[src/rtl/sram_stream_reader_pkg.sv]
// Shared types and constants for the SRAM stream reader.
package sram_stream_reader_pkg;

    localparam int unsigned DefAddrWidth      = 20;
    localparam int unsigned DefDataWidth      = 16;
    localparam int unsigned DefBeWidth        = DefDataWidth / 8;
    localparam int unsigned DefLenWidth       = 16;
    localparam int unsigned DefFifoDepth      = 8;
    localparam int unsigned DefMaxOutstanding = 4;

    // Every read fetches the full word.
    localparam logic [DefBeWidth-1:0] BeAllOnes = {DefBeWidth{1'b1}};

    typedef enum logic [1:0] {
        StIdle,
        StIssue,
        StDrain,
        StFlush
    } state_e;

endpackage

[src/rtl/sram_stream_reader_if.sv]
// Avalon-MM read bus plus the outgoing valid/ready word stream.
interface sram_stream_reader_if
    import sram_stream_reader_pkg::*;
#(
    parameter int unsigned ADDR_WIDTH = DefAddrWidth,
    parameter int unsigned DATA_WIDTH = DefDataWidth,
    parameter int unsigned BE_WIDTH   = DATA_WIDTH / 8
);

    logic [ADDR_WIDTH-1:0] av_address;
    logic [BE_WIDTH-1:0]   av_byteenable;
    logic                  av_read;
    logic                  av_waitrequest;
    logic [DATA_WIDTH-1:0] av_readdata;
    logic                  av_readdataready;

    logic [DATA_WIDTH-1:0] out_data;
    logic                  out_valid;
    logic                  out_ready;

    // Reader side: drives the read requests and the stream.
    modport master (
        output av_address,
        output av_byteenable,
        output av_read,
        input  av_waitrequest,
        input  av_readdata,
        input  av_readdataready,
        output out_data,
        output out_valid,
        input  out_ready
    );

    // Arbiter slave port and stream consumer side.
    modport slave (
        input  av_address,
        input  av_byteenable,
        input  av_read,
        output av_waitrequest,
        output av_readdata,
        output av_readdataready,
        input  out_data,
        input  out_valid,
        output out_ready
    );

endinterface

[src/rtl/sram_stream_reader_sync_fifo.sv]
// Single-clock FIFO with synchronous flush; head word read from the registered read pointer.
module sram_stream_reader_sync_fifo #(
    parameter int unsigned WIDTH = 16,
    parameter int unsigned DEPTH = 8
) (
    input  logic                     clk_i,
    input  logic                     rst_i,
    input  logic                     push_i,
    input  logic [WIDTH-1:0]         data_i,
    input  logic                     pop_i,
    input  logic                     flush_i,
    output logic [WIDTH-1:0]         data_o,
    output logic                     full_o,
    output logic                     empty_o,
    output logic [$clog2(DEPTH):0]   count_o
);

    localparam int unsigned PtrW = $clog2(DEPTH);
    localparam int unsigned CntW = PtrW + 1;

    logic [WIDTH-1:0] mem_q [DEPTH];
    logic [PtrW-1:0]  wr_ptr_q, rd_ptr_q;
    logic [CntW-1:0]  count_q;
    logic             do_push, do_pop;

    // Push while full is legal when a pop frees the slot in the same cycle.
    always_comb begin
        full_o  = (count_q == CntW'(DEPTH));
        empty_o = (count_q == '0);
        do_push = push_i && (!full_o || pop_i);
        do_pop  = pop_i && !empty_o;
        data_o  = mem_q[rd_ptr_q];
        count_o = count_q;
    end

    // Storage array, no reset needed.
    always_ff @(posedge clk_i) begin
        if (do_push && !flush_i) begin
            mem_q[wr_ptr_q] <= data_i;
        end
    end

    // Pointer and occupancy tracking; flush discards everything held.
    always_ff @(posedge clk_i or posedge rst_i) begin
        if (rst_i) begin
            wr_ptr_q <= '0;
            rd_ptr_q <= '0;
            count_q  <= '0;
        end else if (flush_i) begin
            wr_ptr_q <= '0;
            rd_ptr_q <= '0;
            count_q  <= '0;
        end else begin
            if (do_push) wr_ptr_q <= wr_ptr_q + PtrW'(1);
            if (do_pop)  rd_ptr_q <= rd_ptr_q + PtrW'(1);
            case ({do_push, do_pop})
                2'b10:   count_q <= count_q + CntW'(1);
                2'b01:   count_q <= count_q - CntW'(1);
                default: count_q <= count_q;
            endcase
        end
    end

endmodule

[src/rtl/sram_stream_reader.sv]
// Avalon-MM block read master that streams the fetched words out in order.
module sram_stream_reader
    import sram_stream_reader_pkg::*;
#(
    parameter int unsigned ADDR_WIDTH      = DefAddrWidth,
    parameter int unsigned DATA_WIDTH      = DefDataWidth,
    parameter int unsigned BE_WIDTH        = DATA_WIDTH / 8,
    parameter int unsigned LEN_WIDTH       = DefLenWidth,
    parameter int unsigned FIFO_DEPTH      = DefFifoDepth,
    parameter int unsigned MAX_OUTSTANDING = DefMaxOutstanding
) (
    input  logic                   clk_i,
    input  logic                   rst_i,
    input  logic                   start_i,
    input  logic [ADDR_WIDTH-1:0]  base_addr_i,
    input  logic [LEN_WIDTH-1:0]   length_i,
    input  logic                   abort_i,
    output logic                   busy_o,
    output logic                   done_o,
    output logic                   err_o,
    sram_stream_reader_if.master   bus_io
);

    localparam int unsigned CntW = $clog2(FIFO_DEPTH) + 1;
    localparam int unsigned CrW  = CntW + 1;

    state_e                state_q, state_d;
    logic [ADDR_WIDTH-1:0] addr_q, addr_d;
    logic [LEN_WIDTH-1:0]  remaining_q, remaining_d;
    logic [CntW-1:0]       outstanding_q, outstanding_d;
    logic                  err_q, err_d;
    logic                  done_q, done_d;

    logic [DATA_WIDTH-1:0] fifo_data;
    logic [CntW-1:0]       fifo_count;
    logic                  fifo_full, fifo_empty;
    logic [CrW-1:0]        credit_used;
    logic                  len_zero, active, req, accept;
    logic                  rsp_valid, rsp_spurious, push, pop, flush;

    assign len_zero = (length_i == '0);

    // State register.
    always_ff @(posedge clk_i or posedge rst_i) begin
        if (rst_i) state_q <= StIdle;
        else       state_q <= state_d;
    end

    // Next state; done is registered so it lands in the cycle busy drops.
    always_comb begin
        state_d = state_q;
        done_d  = 1'b0;
        unique case (state_q)
            StIdle: begin
                if (start_i) begin
                    if (len_zero) done_d  = 1'b1;
                    else          state_d = StIssue;
                end
            end
            StIssue: begin
                if (abort_i)                 state_d = StFlush;
                else if (remaining_q == '0)  state_d = StDrain;
            end
            StDrain: begin
                if (abort_i) begin
                    state_d = StFlush;
                end else if (outstanding_q == '0 && fifo_empty) begin
                    state_d = StIdle;
                    done_d  = 1'b1;
                end
            end
            StFlush: begin
                if (outstanding_q == '0) begin
                    state_d = StIdle;
                    done_d  = 1'b1;
                end
            end
            default: state_d = StIdle;
        endcase
    end

    // Request, response and stream control decoded from state and counters.
    always_comb begin
        active       = (state_q == StIssue) || (state_q == StDrain);
        busy_o       = (state_q != StIdle);
        // Reads in flight plus words held must never exceed the buffer.
        credit_used  = {1'b0, outstanding_q} + {1'b0, fifo_count};
        req          = (state_q == StIssue) && (remaining_q != '0) &&
                       (outstanding_q < CntW'(MAX_OUTSTANDING)) &&
                       (credit_used < CrW'(FIFO_DEPTH));
        accept       = req && !bus_io.av_waitrequest;
        rsp_valid    = bus_io.av_readdataready && (outstanding_q != '0);
        rsp_spurious = bus_io.av_readdataready && (outstanding_q == '0);
        push         = rsp_valid && active;
        flush        = (state_q == StFlush) || (abort_i && active);
        pop          = !fifo_empty && bus_io.out_ready;
    end

    // Address, remaining and outstanding bookkeeping.
    always_comb begin
        addr_d        = addr_q;
        remaining_d   = remaining_q;
        outstanding_d = outstanding_q;
        err_d         = err_q;
        if (start_i && state_q == StIdle) begin
            err_d = 1'b0;
            if (!len_zero) begin
                addr_d      = base_addr_i;
                remaining_d = length_i;
            end
        end else if (accept) begin
            addr_d      = addr_q + ADDR_WIDTH'(1);
            remaining_d = remaining_q - LEN_WIDTH'(1);
        end
        case ({accept, rsp_valid})
            2'b10:   outstanding_d = outstanding_q + CntW'(1);
            2'b01:   outstanding_d = outstanding_q - CntW'(1);
            default: outstanding_d = outstanding_q;
        endcase
        if (rsp_spurious) err_d = 1'b1;
    end

    // Datapath registers.
    always_ff @(posedge clk_i or posedge rst_i) begin
        if (rst_i) begin
            addr_q        <= '0;
            remaining_q   <= '0;
            outstanding_q <= '0;
            err_q         <= 1'b0;
            done_q        <= 1'b0;
        end else begin
            addr_q        <= addr_d;
            remaining_q   <= remaining_d;
            outstanding_q <= outstanding_d;
            err_q         <= err_d;
            done_q        <= done_d;
        end
    end

    sram_stream_reader_sync_fifo #(
        .WIDTH (DATA_WIDTH),
        .DEPTH (FIFO_DEPTH)
    ) u_fifo (
        .clk_i   (clk_i),
        .rst_i   (rst_i),
        .push_i  (push),
        .data_i  (bus_io.av_readdata),
        .pop_i   (pop),
        .flush_i (flush),
        .data_o  (fifo_data),
        .full_o  (fifo_full),
        .empty_o (fifo_empty),
        .count_o (fifo_count)
    );

    assign done_o               = done_q;
    assign err_o                = err_q;
    assign bus_io.av_address    = addr_q;
    assign bus_io.av_byteenable = {BE_WIDTH{1'b1}};
    assign bus_io.av_read       = req;
    assign bus_io.out_valid     = !fifo_empty;
    assign bus_io.out_data      = fifo_data;

    // Credit accounting keeps the FIFO from overflowing; full is informational only.
    logic unused_full;
    assign unused_full = fifo_full;

endmodule

[src/flat_wrapper.sv]
// flat-port wrapper written by rule: the top's interface ports become plain ports
module sram_stream_reader_flat import sram_stream_reader_pkg::*;
#(
    parameter int unsigned ADDR_WIDTH      = DefAddrWidth,
    parameter int unsigned DATA_WIDTH      = DefDataWidth,
    parameter int unsigned BE_WIDTH        = DATA_WIDTH / 8,
    parameter int unsigned LEN_WIDTH       = DefLenWidth,
    parameter int unsigned FIFO_DEPTH      = DefFifoDepth,
    parameter int unsigned MAX_OUTSTANDING = DefMaxOutstanding
)
  (clk_i, rst_i, start_i, base_addr_i, length_i, abort_i, busy_o, done_o, err_o, bus_io_av_address, bus_io_av_byteenable, bus_io_av_read, bus_io_av_waitrequest, bus_io_av_readdata, bus_io_av_readdataready, bus_io_out_data, bus_io_out_valid, bus_io_out_ready);
  sram_stream_reader_if #(.ADDR_WIDTH(ADDR_WIDTH), .DATA_WIDTH(DATA_WIDTH), .BE_WIDTH(BE_WIDTH)) bus_io_i ();
  input  logic clk_i;
  input  logic rst_i;
  input  logic start_i;
  input  logic [ADDR_WIDTH-1:0] base_addr_i;
  input  logic [LEN_WIDTH-1:0] length_i;
  input  logic abort_i;
  output logic busy_o;
  output logic done_o;
  output logic err_o;
  output wire logic [$bits(bus_io_i.av_address)-1:0] bus_io_av_address;
  output wire logic [$bits(bus_io_i.av_byteenable)-1:0] bus_io_av_byteenable;
  output wire logic [$bits(bus_io_i.av_read)-1:0] bus_io_av_read;
  input wire logic [$bits(bus_io_i.av_waitrequest)-1:0] bus_io_av_waitrequest;
  input wire logic [$bits(bus_io_i.av_readdata)-1:0] bus_io_av_readdata;
  input wire logic [$bits(bus_io_i.av_readdataready)-1:0] bus_io_av_readdataready;
  output wire logic [$bits(bus_io_i.out_data)-1:0] bus_io_out_data;
  output wire logic [$bits(bus_io_i.out_valid)-1:0] bus_io_out_valid;
  input wire logic [$bits(bus_io_i.out_ready)-1:0] bus_io_out_ready;
  assign bus_io_av_address = bus_io_i.av_address;
  assign bus_io_av_byteenable = bus_io_i.av_byteenable;
  assign bus_io_av_read = bus_io_i.av_read;
  assign bus_io_i.av_waitrequest = bus_io_av_waitrequest;
  assign bus_io_i.av_readdata = bus_io_av_readdata;
  assign bus_io_i.av_readdataready = bus_io_av_readdataready;
  assign bus_io_out_data = bus_io_i.out_data;
  assign bus_io_out_valid = bus_io_i.out_valid;
  assign bus_io_i.out_ready = bus_io_out_ready;
  sram_stream_reader #(.ADDR_WIDTH(ADDR_WIDTH), .DATA_WIDTH(DATA_WIDTH), .BE_WIDTH(BE_WIDTH), .LEN_WIDTH(LEN_WIDTH), .FIFO_DEPTH(FIFO_DEPTH), .MAX_OUTSTANDING(MAX_OUTSTANDING)) u_core (.clk_i(clk_i), .rst_i(rst_i), .start_i(start_i), .base_addr_i(base_addr_i), .length_i(length_i), .abort_i(abort_i), .busy_o(busy_o), .done_o(done_o), .err_o(err_o), .bus_io(bus_io_i));
endmodule
[config.mk]
export PLATFORM = sky130hd
export DESIGN_NAME = sram_stream_reader_flat
export DESIGN_NICKNAME = d
export VERILOG_FILES = /design/src/rtl/sram_stream_reader_pkg.sv /design/src/rtl/sram_stream_reader_if.sv /design/src/rtl/sram_stream_reader_sync_fifo.sv /design/src/rtl/sram_stream_reader.sv /design/src/flat_wrapper.sv
export SDC_FILE = /design/constraint.sdc
export NUM_CORES = 1
export LEC_CHECK = 0
export BUFFER_PORTS_ARGS = -buffer_cell sky130_fd_sc_hd__buf_2
export CORE_ASPECT_RATIO = 0.6
export CORE_MARGIN = 10
export CORE_UTILIZATION = 40
export CTS_CLUSTER_SIZE = 30
export DETAILED_ROUTE_END_ITERATION = 10
export GPL_TIMING_DRIVEN = 0
export PLACE_DENSITY_LB_ADDON = 0.05
export SKIP_LAST_GASP = 1
export SYNTH_ARGS = -nofsm -noshare
export SYNTH_HDL_FRONTEND = slang
export SYNTH_SLANG_ARGS = --single-unit
[constraint.sdc]
create_clock -name clk_i -period 3 [get_ports clk_i]
set_input_delay 0.3 -clock clk_i [delete_from_list [all_inputs] [get_ports clk_i]]
set_output_delay 0.3 -clock clk_i [all_outputs]
set_load 0.05 [all_outputs]
# --- After elaboration in Yosys (flattened, before gate mapping) ---
# Memory sizes are Yosys's and may differ from the RTL's.
# Index checks and enable logic that the tools add are counted.
word_totals:
  inputBits: 59
  out_inout_bits: 43
  ramBits: 128
  elab_cells: 103
  register_bits: 54
  mem_count: 1
op_classes:
  n_reduce_logical: 37
  n_addsub: 9
  muxes: 31
  eq_ne: 14
  order_cmp: 2
memory_table:
  columns: ["memory", "words", "word_bits", "rd", "rd_ports_with_merged_regs", "wr", "line_no", "source"]
  rows:
  - ["u_core.u_fifo.mem_q", 8, 16, 1, 0, 1, "sram_stream_reader_sync_fifo.sv:21", "logic [WIDTH-1:0] mem_q [DEPTH];"]
op_table:
  columns: ["op", "n"]
  rows:
  - ["$mux 20", 3]
  - ["$mux 16", 3]
  - ["$logic_not 16->1", 2]
  - ["$add 20x1->20 const B", 1]
  - ["$pmux 4 s2", 2]
  - ["$reduce_bool 16->1", 1]
  - ["$sub 16x1->16 const B", 1]
  - ["$logic_and 1x1->1", 14]
  - ["$mux 2", 7]
  - ["$mux 3", 4]
  - ["$reduce_bool 2->1", 6]
  - ["$mux 1", 9]
  - ["$add 4x1->4 const B", 2]
  - ["$eq 2x2->1 const B", 4]
  - ["$logic_not 4->1", 2]
  - ["$pmux 2 s4", 1]
  - ["$sub 4x1->4 const B", 2]
  - ["$add 3x1->3 const B", 2]
  - ["$eq 2x1->1 const B", 3]
  - ["$ne 2x2->1 const B", 3]
  - ["$ne 3x2->1 const B", 2]
  - ["$add 4x4->5", 1]
  - ["$lt 5x4->1 const B", 1]
  - ["$reduce_and 5->1", 1]
  - ["11 further kinds", 16]

# --- Longest topological paths before layout ---
# Gate-level depths: netlist of run 1.
logic_depth:
  word_depth: 8
  depth_mapped: 12
  depth_no_buf: 12

# --- Modules after synthesis ---
# Synthesis of run 1 repeated with hierarchy kept, for this count alone.
unflattened:
  cells_unflattened: 622
  hier_area_um2: 8526.9
modules_own_cells:
  columns: ["module", "n_inst", "cells_each", "seq_area_each_um2", "area_per_inst_um2"]
  rows:
  - ["sram_stream_reader_sync_fifo", 1, 266, 4093.9, 5526.6]
  - ["sram_stream_reader", 1, 356, 1101.1, 3000.4]

# --- Least setup slack after synthesis of run 1 ---
# Ideal clock, no wire load.
synth_path:
  path_type: "register -> register"
  start: "register u_core.state_q[1]"
  end: "memory u_core.u_fifo.mem_q[0][0] (enable)"
  t_arrival_ns: 2.658
  stages_incl_launch_ff: 6
  path_slack_ns: -0.067
  setup_time_ns: 0.409
  required_ns: 2.591
  path_buffers: 0
  cell_sequence: "dfrtp_1 inv_1 ha_1 o2111ai_1 or3_1 nor3_1"
synth_between:
  elab_chain_len: 8
synth_rtl:
  columns: ["item", "line_no", "source"]
  rows:
  - ["start, declared", "sram_stream_reader.sv:27", "state_e state_q, state_d;"]
  - ["start signal, assigned", "sram_stream_reader.sv:45", "if (rst_i) state_q <= StIdle;"]
  - ["start signal, assigned", "sram_stream_reader.sv:46", "else state_q <= state_d;"]
  - ["$eq 2x1->1 / $eq 2x2->1 (equally long branches)", "sram_stream_reader.sv:84", "active = (state_q == StIssue) || (state_q == StDrain);"]
  - ["$logic_or 1x1->1", "sram_stream_reader.sv:84", null]
  - ["$logic_and 1x1->1", "sram_stream_reader.sv:95", "flush = (state_q == StFlush) || (abort_i && active);"]
  - ["$logic_or 1x1->1", "sram_stream_reader.sv:95", null]
  - ["$logic_not 1->1", "sram_stream_reader_sync_fifo.sv:38", "if (do_push && !flush_i) begin"]
  - ["$logic_and 1x1->1 *", "sram_stream_reader_sync_fifo.sv:38", null]
  - ["$mux 1 *", "sram_stream_reader_sync_fifo.sv:38", null]
  - ["$mux 1 (not written as such) *", "sram_stream_reader_sync_fifo.sv:39", "mem_q[wr_ptr_q] <= data_i;"]
  - ["end, declared", "sram_stream_reader_sync_fifo.sv:21", null]
# Mark *: on every way between the ends. The rest lies on a longest branch, timed or not.

# --- Worst setup path after layout of run 1 ---
layout_path:
  start: "register u_core.remaining_q[0]"
  end: "register u_core.outstanding_q[3]"
layout_between:
  elab_chain_len: 7
layout_rtl:
  columns: ["item", "line_no", "source"]
  rows:
  - ["start, declared", "sram_stream_reader.sv:29", "logic [LEN_WIDTH-1:0] remaining_q, remaining_d;"]
  - ["start signal, assigned", "sram_stream_reader.sv:133", "remaining_q <= remaining_d;"]
  - ["$reduce_bool 16->1 *", "sram_stream_reader.sv:88", "req = (state_q == StIssue) && (remaining_q != '0) &&"]
  - ["$logic_and 1x1->1 * (2 in series)", "sram_stream_reader.sv:88", null]
  - ["$logic_and 1x1->1 *", "sram_stream_reader.sv:89", "(outstanding_q < CntW'(MAX_OUTSTANDING)) &&"]
  - ["$logic_and 1x1->1 *", "sram_stream_reader.sv:91", "accept = req && !bus_io.av_waitrequest;"]
  - ["$eq 2x1->1 / $eq 2x2->1 (equally long branches)", "sram_stream_reader.sv:115", "case ({accept, rsp_valid})"]
  - ["$pmux 4 s2 / $reduce_bool 2->1 (equally long branches)", null, null]
  - ["end signal, assigned", "sram_stream_reader.sv:134", "outstanding_q <= outstanding_d;"]
  - ["end, declared", "sram_stream_reader.sv:30", "logic [CntW-1:0] outstanding_q, outstanding_d;"]
# Marked as above.
# A chain may end at the register's enable or synchronous reset.

==> run_results.csv, run 1 <==
group,metric,value,unit
clock_network,clk_latency,0.43,ns
clock_network,clkTransAtPathRegs,0.07,ns
worst_setup_path,crit_required,3.31,ns
die,die_h,132.6,microns
clock_network,cts_tree,"done",
die,placementRows,41,
worst_setup_path,worstPathMaxFanout,4,
timing,finalHoldViolCount,0,
logic_synthesis,ys_ff_latch,182,
timing,finalSetupTns,0,ns
pwr,power.total,9.916,mW
place,dp_slack,-0.2794,ns
place,dp_hpwl,16460,microns
logic_synthesis,yosys_warnings,0,
logic_synthesis,async_flop_share,29.67,%
clock_network,htree_num_levels,4,
routing,wl_per_cell,22.50,microns
pwr,pwr-share-clk,21.9,%
logic_synthesis,synth_edf_count,128,
die,die_area,27530,sq um
place,port_buffers,99,
timing,fin_crit_sh,97.18,%
routing,drt.antenna.violating_nets,0,
pwr,powerDensity,970.2,nW/um^2
place,gp_congestion,0.8865,
grt,grt_pass1_wl,35580,microns
routing,drt-vias-per-instance,5.672,
grt,grt_pass1_vias,5874,
timing,finalCriticalPeriod,2.915,ns
routing,dr.pass1.iters,5,
worst_setup_path,reg2reg_slack,0.08,ns
pwr,ir_drop,0.0005981,V
worst_hold_path,hp-class,"in2reg",
timing,setup_slack,0.08464,ns
clock_network,clockBufferDepth,2,
timing,final_max_slew_viol_count,0,
worst_setup_path,endpoint_kind,"flip-flop",
die,initial_core_util,40.48,%
flow_run,cap_viol_max_count,0,
layout,drive_gt1_share,31.60,%
timing,relSlewSlack,34.75,%
pwr,intPower,5.826,mW
logic_synthesis,netlist_area,8452,sq um
timing,skew,0.01272,ns
worst_setup_path,start_kind,"flip-flop",
clock_network,numCtsBuffers,17,
die,core_area,20880,sq um
timing,setup_viol,0,
grt,gr-usage-all-layers,16.87,%
timing,max_freq,0.3430,GHz
layout,syn2layout_area_growth,20.93,%
logic_synthesis,yosysUniqueCellTypes,65,
worst_setup_path,worstPathArrival,3.22,ns
clock_network,clkSinkCount,182,
logic_synthesis,ys_seq_area_share,61.47,%
layout,final_nets,818,
logic_synthesis,syn_inst,606,
pwr,p_sw,4.090,mW
pwr,switching_share,41.24,%
die,ios,102,
pwr,combPwrFrac,41.4,%
pwr,p_seq_share,36.6,%
layout,fin_util,48.95,%
logic_synthesis,synth_ff_type,"edfxtp_1",
timing,worstMarginPinSlew,0.9713,ns
pwr,p_leak,3.733,nW
logic_synthesis,avgSynthCellArea,13.95,sq um
run_status,status,"finished clean",
grt,grt_max_degree,29,
worst_setup_path,path_class,"reg2reg",
routing,first_iter_violations,449,
layout,fill_cells,1835,
clock_network,cts_root_buffer,"clkbuf_16",
die,chipWidth,207.7,microns
grt,antenna_found_initial,0,
layout,diodes,0,
routing,drt-total-wl,23150,microns
routing,drc_errors,0,
routing,vias,5837,
grt,overflow,0,
[cells in the final DEF, fill, tap and decap left out, types with 5 or more instances in the layout]
cell | synthesis | routed
nor3_1 | 10 | 8
xor2_1 | 6 | 6
mux4_2 | 32 | 32
buf_16 | 0 | 5
nand3_1 | 12 | 12
or4_1 | 10 | 10
clkbuf_16 | 0 | 17
nor4_1 | 6 | 5
buf_2 | 3 | 102
nor2_2 | 0 | 6
inv_1 | 16 | 13
mux2i_1 | 6 | 6
mux2_2 | 16 | 16
buf_4 | 5 | 11
and2_1 | 5 | 5
clkbuf_1 | 17 | 13
nor2_1 | 58 | 52
a21oi_1 | 29 | 28
o22a_1 | 14 | 14
a22oi_1 | 8 | 8
dfrtp_1 | 54 | 51
nand2_1 | 30 | 28
or3_1 | 11 | 11
o21ai_0 | 10 | 10
and3_1 | 6 | 6
ha_1 | 19 | 16
edfxtp_1 | 128 | 128
o22ai_1 | 6 | 6
a31oi_1 | 17 | 17
[metrics by stage]
step	std cells	hold slack, ns	area (sq um)
2_1_floorplan	607	0.3989	8461
3_5_place_dp	995	0.4365	9542
4_1_cts	1027	0.05305	10170
6_report	1029	0.06657	10220
5_1_grt	1029	0.06844	10220
3_3_place_gp	985	0.5036	9305
[kinds of logic after synthesis]
family | Yosys count | share of synthesized area [%]
AO/OA/AOI/OAI | 123 | 10.41
XOR/XNOR | 10 | 1.036
adder cells (fa/ha/maj) | 21 | 3.286
buffers and inverters | 49 | 2.532
flip-flops | 182 | 61.47
multiplexers | 54 | 11.37
other | 1 | 0.04437
AND/OR/NAND/NOR | 166 | 9.860
[sequential cells by signal (all words and copies together), names as in the netlist]
signal and count:
u_core.u_fifo.count_o 4, u_core.remaining_q 16, u_core.u_fifo.rd_ptr_q 3, u_core.done_o 1
u_core.err_o 1, u_core.u_fifo.mem_q 128, u_core.u_fifo.wr_ptr_q 3, u_core.bus_io.av_address 20
u_core.state_q 2, u_core.outstanding_q 4
[layer usage]
metal	routed length (microns)	up-vias	GRT usage [%]
li1	-	2648	-
met1	11250	2979	24.26
met2	10130	196	24.56
met3	1613	14	4.935
met4	152	0	3.607
met5	0	-	0
[synth_stat cells (3+ instances only)]
master / number / area share, %
nor4_1: 6 / 0.44
mux2_2: 16 / 2.1
xor2_1: 6 / 0.62
o22a_1: 14 / 1.5
nand2_1: 30 / 1.3
dfrtp_1: 54 / 16
nand3_1: 12 / 0.71
mux2i_1: 6 / 0.71
inv_1: 16 / 0.71
nor3_1: 10 / 0.59
ha_1: 19 / 2.8
a22oi_1: 8 / 0.71
buf_2: 3 / 0.18
or4_1: 10 / 0.89
buf_1: 7 / 0.31
o32a_1: 3 / 0.36
xnor2_1: 4 / 0.41
o21ai_0: 10 / 0.59
nor2_1: 58 / 2.6
mux4_2: 32 / 8.5
and2_1: 5 / 0.37
a31oi_1: 17 / 1.3
nand4_1: 4 / 0.30
a21o_1: 4 / 0.36
o211ai_1: 4 / 0.36
clkbuf_1: 17 / 0.75
a21oi_1: 29 / 1.7
o22ai_1: 6 / 0.44
buf_4: 5 / 0.44
nand2b_1: 3 / 0.22
and3_1: 6 / 0.44
edfxtp_1: 128 / 45
or3_1: 11 / 0.81
a41oi_1: 4 / 0.41
[timing repair]
item	4_1_cts	5_1_grt
setup endpoints to repair	22	31
pin swaps	2	3
resized for setup	23	19
hold endpoints to repair	26	0
buffers inserted	0	3
hold buffers	1	0
gates cloned	0	0
[final timing paths]
| path | from | to | cells after the start |
|---|---|---|---|
| max in group asynchronous | rst_i | u_core.u_fifo.count_o[1] | 4 |
| worst max register to register | u_core.remaining_q[0] | u_core.outstanding_q[3] | 12 |
| worst min-delay path | base_addr_i[14] | u_core.bus_io.av_address[14] | 3 |
| min in group asynchronous | rst_i | u_core.bus_io.av_address[10] | 3 |
| worst max-delay path | u_core.remaining_q[0] | u_core.outstanding_q[3] | 12 |
| worst min register to register | u_core.err_o | u_core.err_o | 1 |
[final cells by class]
type	count	area [sq um]	share of cell area, %
sequential	182	5199	50.86
multi-input combinational	376	3149	30.81
timing repair buffer	113	738.2	7.222
clock buffer	18	429.2	4.199
tap	279	349.1	3.415
buffer	32	166.4	1.628
clock inverter	13	130.1	1.273
inverter	16	60.06	0.5876
[worst max-delay path, cell delays in order, from the launching register on]
cell,delay (ns)
dfrtp_1,0.42
inv_2,0.11
ha_4,0.16
or4b_4,0.47
o41a_1,0.43
nand2_2,0.10
ha_2,0.21
ha_1,0.23
a21o_1,0.19
a21oi_2,0.15
xnor2_1,0.13
nor2_1,0.06
xor2_1,0.14
[power by group through the flow]
stage | clock, mW | sequential, mW | combinational, mW
2_1_floorplan | 0 | 4.00 | 2.47
3_3_place_gp | 0 | 3.62 | 3.89
3_5_place_dp | 0 | 3.64 | 4.00
4_1_cts | 2.24 | 3.60 | 4.08
5_1_grt | 2.35 | 3.70 | 4.45
6_report | 2.17 | 3.63 | 4.11
Power figures use the tool's default switching activity.
==> inputs of run 2 (changes only) <==
Settings changed: CORE_UTILIZATION 40 to 51.
==> run 2 against run 1 <==
  * Core utilization rose by 13 points
  * Via count grew 0.53%
  * Sequential power hardly changed
  * Combinational power is essentially flat
  * Clock skew decreased by 0.00089 ns
  * Final cell count down 4.9%
  * Largest cell class unchanged
  * Largest power group unchanged
  * Highest routed layer unchanged
==> run_results.csv, run 2 (synthesis results as in run 1) <==
group,metric,value,unit
routing,wl_per_cell,22.30,microns
timing,final_max_slew_viol_count,0,
layout,stdcell_area,10120,sq um
timing,worstMarginPinSlew,0.9248,ns
timing,setup_viol,0,
layout,syn2layout_area_growth,19.72,%
pwr,powerDensity,968.9,nW/um^2
layout,final_cells,979,
routing,drt-vias-per-instance,5.994,
die,die_area,22290,sq um
timing,relSlewSlack,37.87,%
timing,rsz0062_at_grt,"yes",
timing,finalCriticalPeriod,2.959,ns
layout,fill_cells,1222,
worst_setup_path,path_class,"reg2reg",
clock_network,clkTransAtPathRegs,0.07,ns
grt,grt_pass1_vias,5849,
place,post_dp_cell_area,9429,sq um
layout,layout_commonest_cell,"edfxtp_1",
timing,finalSetupTns,0,ns
timing,fin_crit_sh,98.63,%
worst_hold_path,hp-class,"in2reg",
routing,drt-total-wl,21830,microns
clock_network,cts_root_buffer,"clkbuf_16",
clock_network,numCtsBuffers,17,
layout,multiInputGateArea,3166,sq um
place,gp_congestion,0.9293,
worst_setup_path,start_kind,"flip-flop",
routing,dr.pass1.iters,5,
worst_setup_path,worstPathArrival,3.26,ns
worst_setup_path,crit_required,3.31,ns
clock_network,clockBufferDepth,2,
clock_network,clkSinkCount,182,
clock_network,cts_tree,"done",
place,dp_cells,943,
die,core_area,16260,sq um
timing,skew,0.01183,ns
layout,regMostFlops,"u_core.u_fifo.mem_q",
grt,grt_max_degree,36,
die,chipWidth,186.2,microns
routing,first_iter_violations,551,
clock_network,htree_num_levels,4,
pwr,p_leak,3.695,nW
place,port_buffers,99,
place,dp_hpwl,15540,microns
timing,max_freq,0.3380,GHz
grt,grt_pass1_wl,33910,microns
clock_network,clk_latency,0.43,ns
layout,final_nets,818,
run_status,status,"finished clean",
flow_run,cap_viol_max_count,0,
worst_setup_path,worstPathMaxFanout,4,
layout,drive_gt1_share,31.29,%
layout,final_cell_mix,"edfxtp_1 (128), buf_2 (102), nor2_1 (52)",
worst_setup_path,endpoint_kind,"flip-flop",
timing,finalHoldViolCount,0,
die,die_h,119.7,microns
die,placementRows,36,
grt,gr-usage-all-layers,19.97,%
pwr,ir_drop,0.0005805,V
die,ios,102,
routing,drc_errors,0,
die,initial_core_util,51.98,%
layout,regArea,5200,sq um
pwr,power.total,9.804,mW
grt,antenna_found_initial,0,
layout,largest_reg_flops,128,
layout,diodes,0,
grt,overflow,0,
routing,drt.antenna.violating_nets,0,
routing,vias,5868,
-- run 2: metrics by stage --
step / utilization, % / hold slack, ns / setup slack (ns)
2_1_floorplan: - / 0.3989 / 0.02684
3_3_place_gp: 56.83 / 0.4924 / -1.133
3_5_place_dp: 57.99 / 0.3391 / -0.2624
4_1_cts: 61.71 / 0.07463 / 0.009974
5_1_grt: 62.23 / 0.08638 / -0.03717
6_report: 62.23 / 0.08941 / 0.04101
-- run 2: timing repair --
action / in CTS / in global routing
hold endpoints to repair: 19 / 0
pin swaps: 2 / 6
gates cloned: 0 / 0
setup endpoints to repair: 20 / 21
resized for setup: 19 / 20
setup buffers: 0 / 3
hold buffers: 1 / 0
-- run 2: path summary, 6_finish.rpt --
path,startpoint,end,slack (ns),cells past startpoint
worst max-delay path,u_core.remaining_q[0],u_core.outstanding_q[3],0.04,12
worst min-delay path,base_addr_i[14],u_core.bus_io.av_address[14],0.09,3
min in group asynchronous,rst_i,u_core.outstanding_q[0],0.45,3
max in group asynchronous,rst_i,u_core.remaining_q[3],1.98,4
worst min register to register,u_core.remaining_q[7],u_core.remaining_q[7],0.52,1
worst max register to register,u_core.remaining_q[0],u_core.outstanding_q[3],0.04,12
-- run 2: critical path, cell delays in order, from the launching register on --
cell	delay, ns
dfrtp_1	0.42
inv_2	0.11
ha_4	0.15
or4b_4	0.49
o41a_1	0.49
nand2_2	0.13
ha_4	0.14
ha_1	0.21
a21o_1	0.18
a21oi_2	0.14
xnor2_1	0.15
nor2_1	0.08
xor2_1	0.14
-- run 2: final cells by class --
| type | count | area share [%] |
|---|---|---|
| buffer | 33 | 1.657 |
| clock buffer | 18 | 4.241 |
| clock inverter | 14 | 1.199 |
| inverter | 16 | 0.5935 |
| multi-input combinational | 376 | 31.28 |
| sequential | 182 | 51.39 |
| tap | 228 | 2.819 |
| timing repair buffer | 112 | 6.813 |
-- run 2: routing by layer --
layer | vias to the layer above | wire length, microns | share of wire [%] | GRT usage, %
li1 | 2655 | - | - | -
met1 | 2943 | 10360 | 47 | 30.65
met2 | 254 | 9437 | 43 | 27.53
met3 | 16 | 1884 | 8.6 | 5.122
met4 | 0 | 142 | 0.65 | 4.714
met5 | - | 0 | 0 | 0
-- run 2: report_power, final --
| group | switching (mW) | total (mW) | internal (mW) |
|---|---|---|---|
| combinational | 2.65 | 4.10 | 1.45 |
| clock | 0.993 | 2.07 | 1.08 |
| sequential | 0.482 | 3.63 | 3.15 |
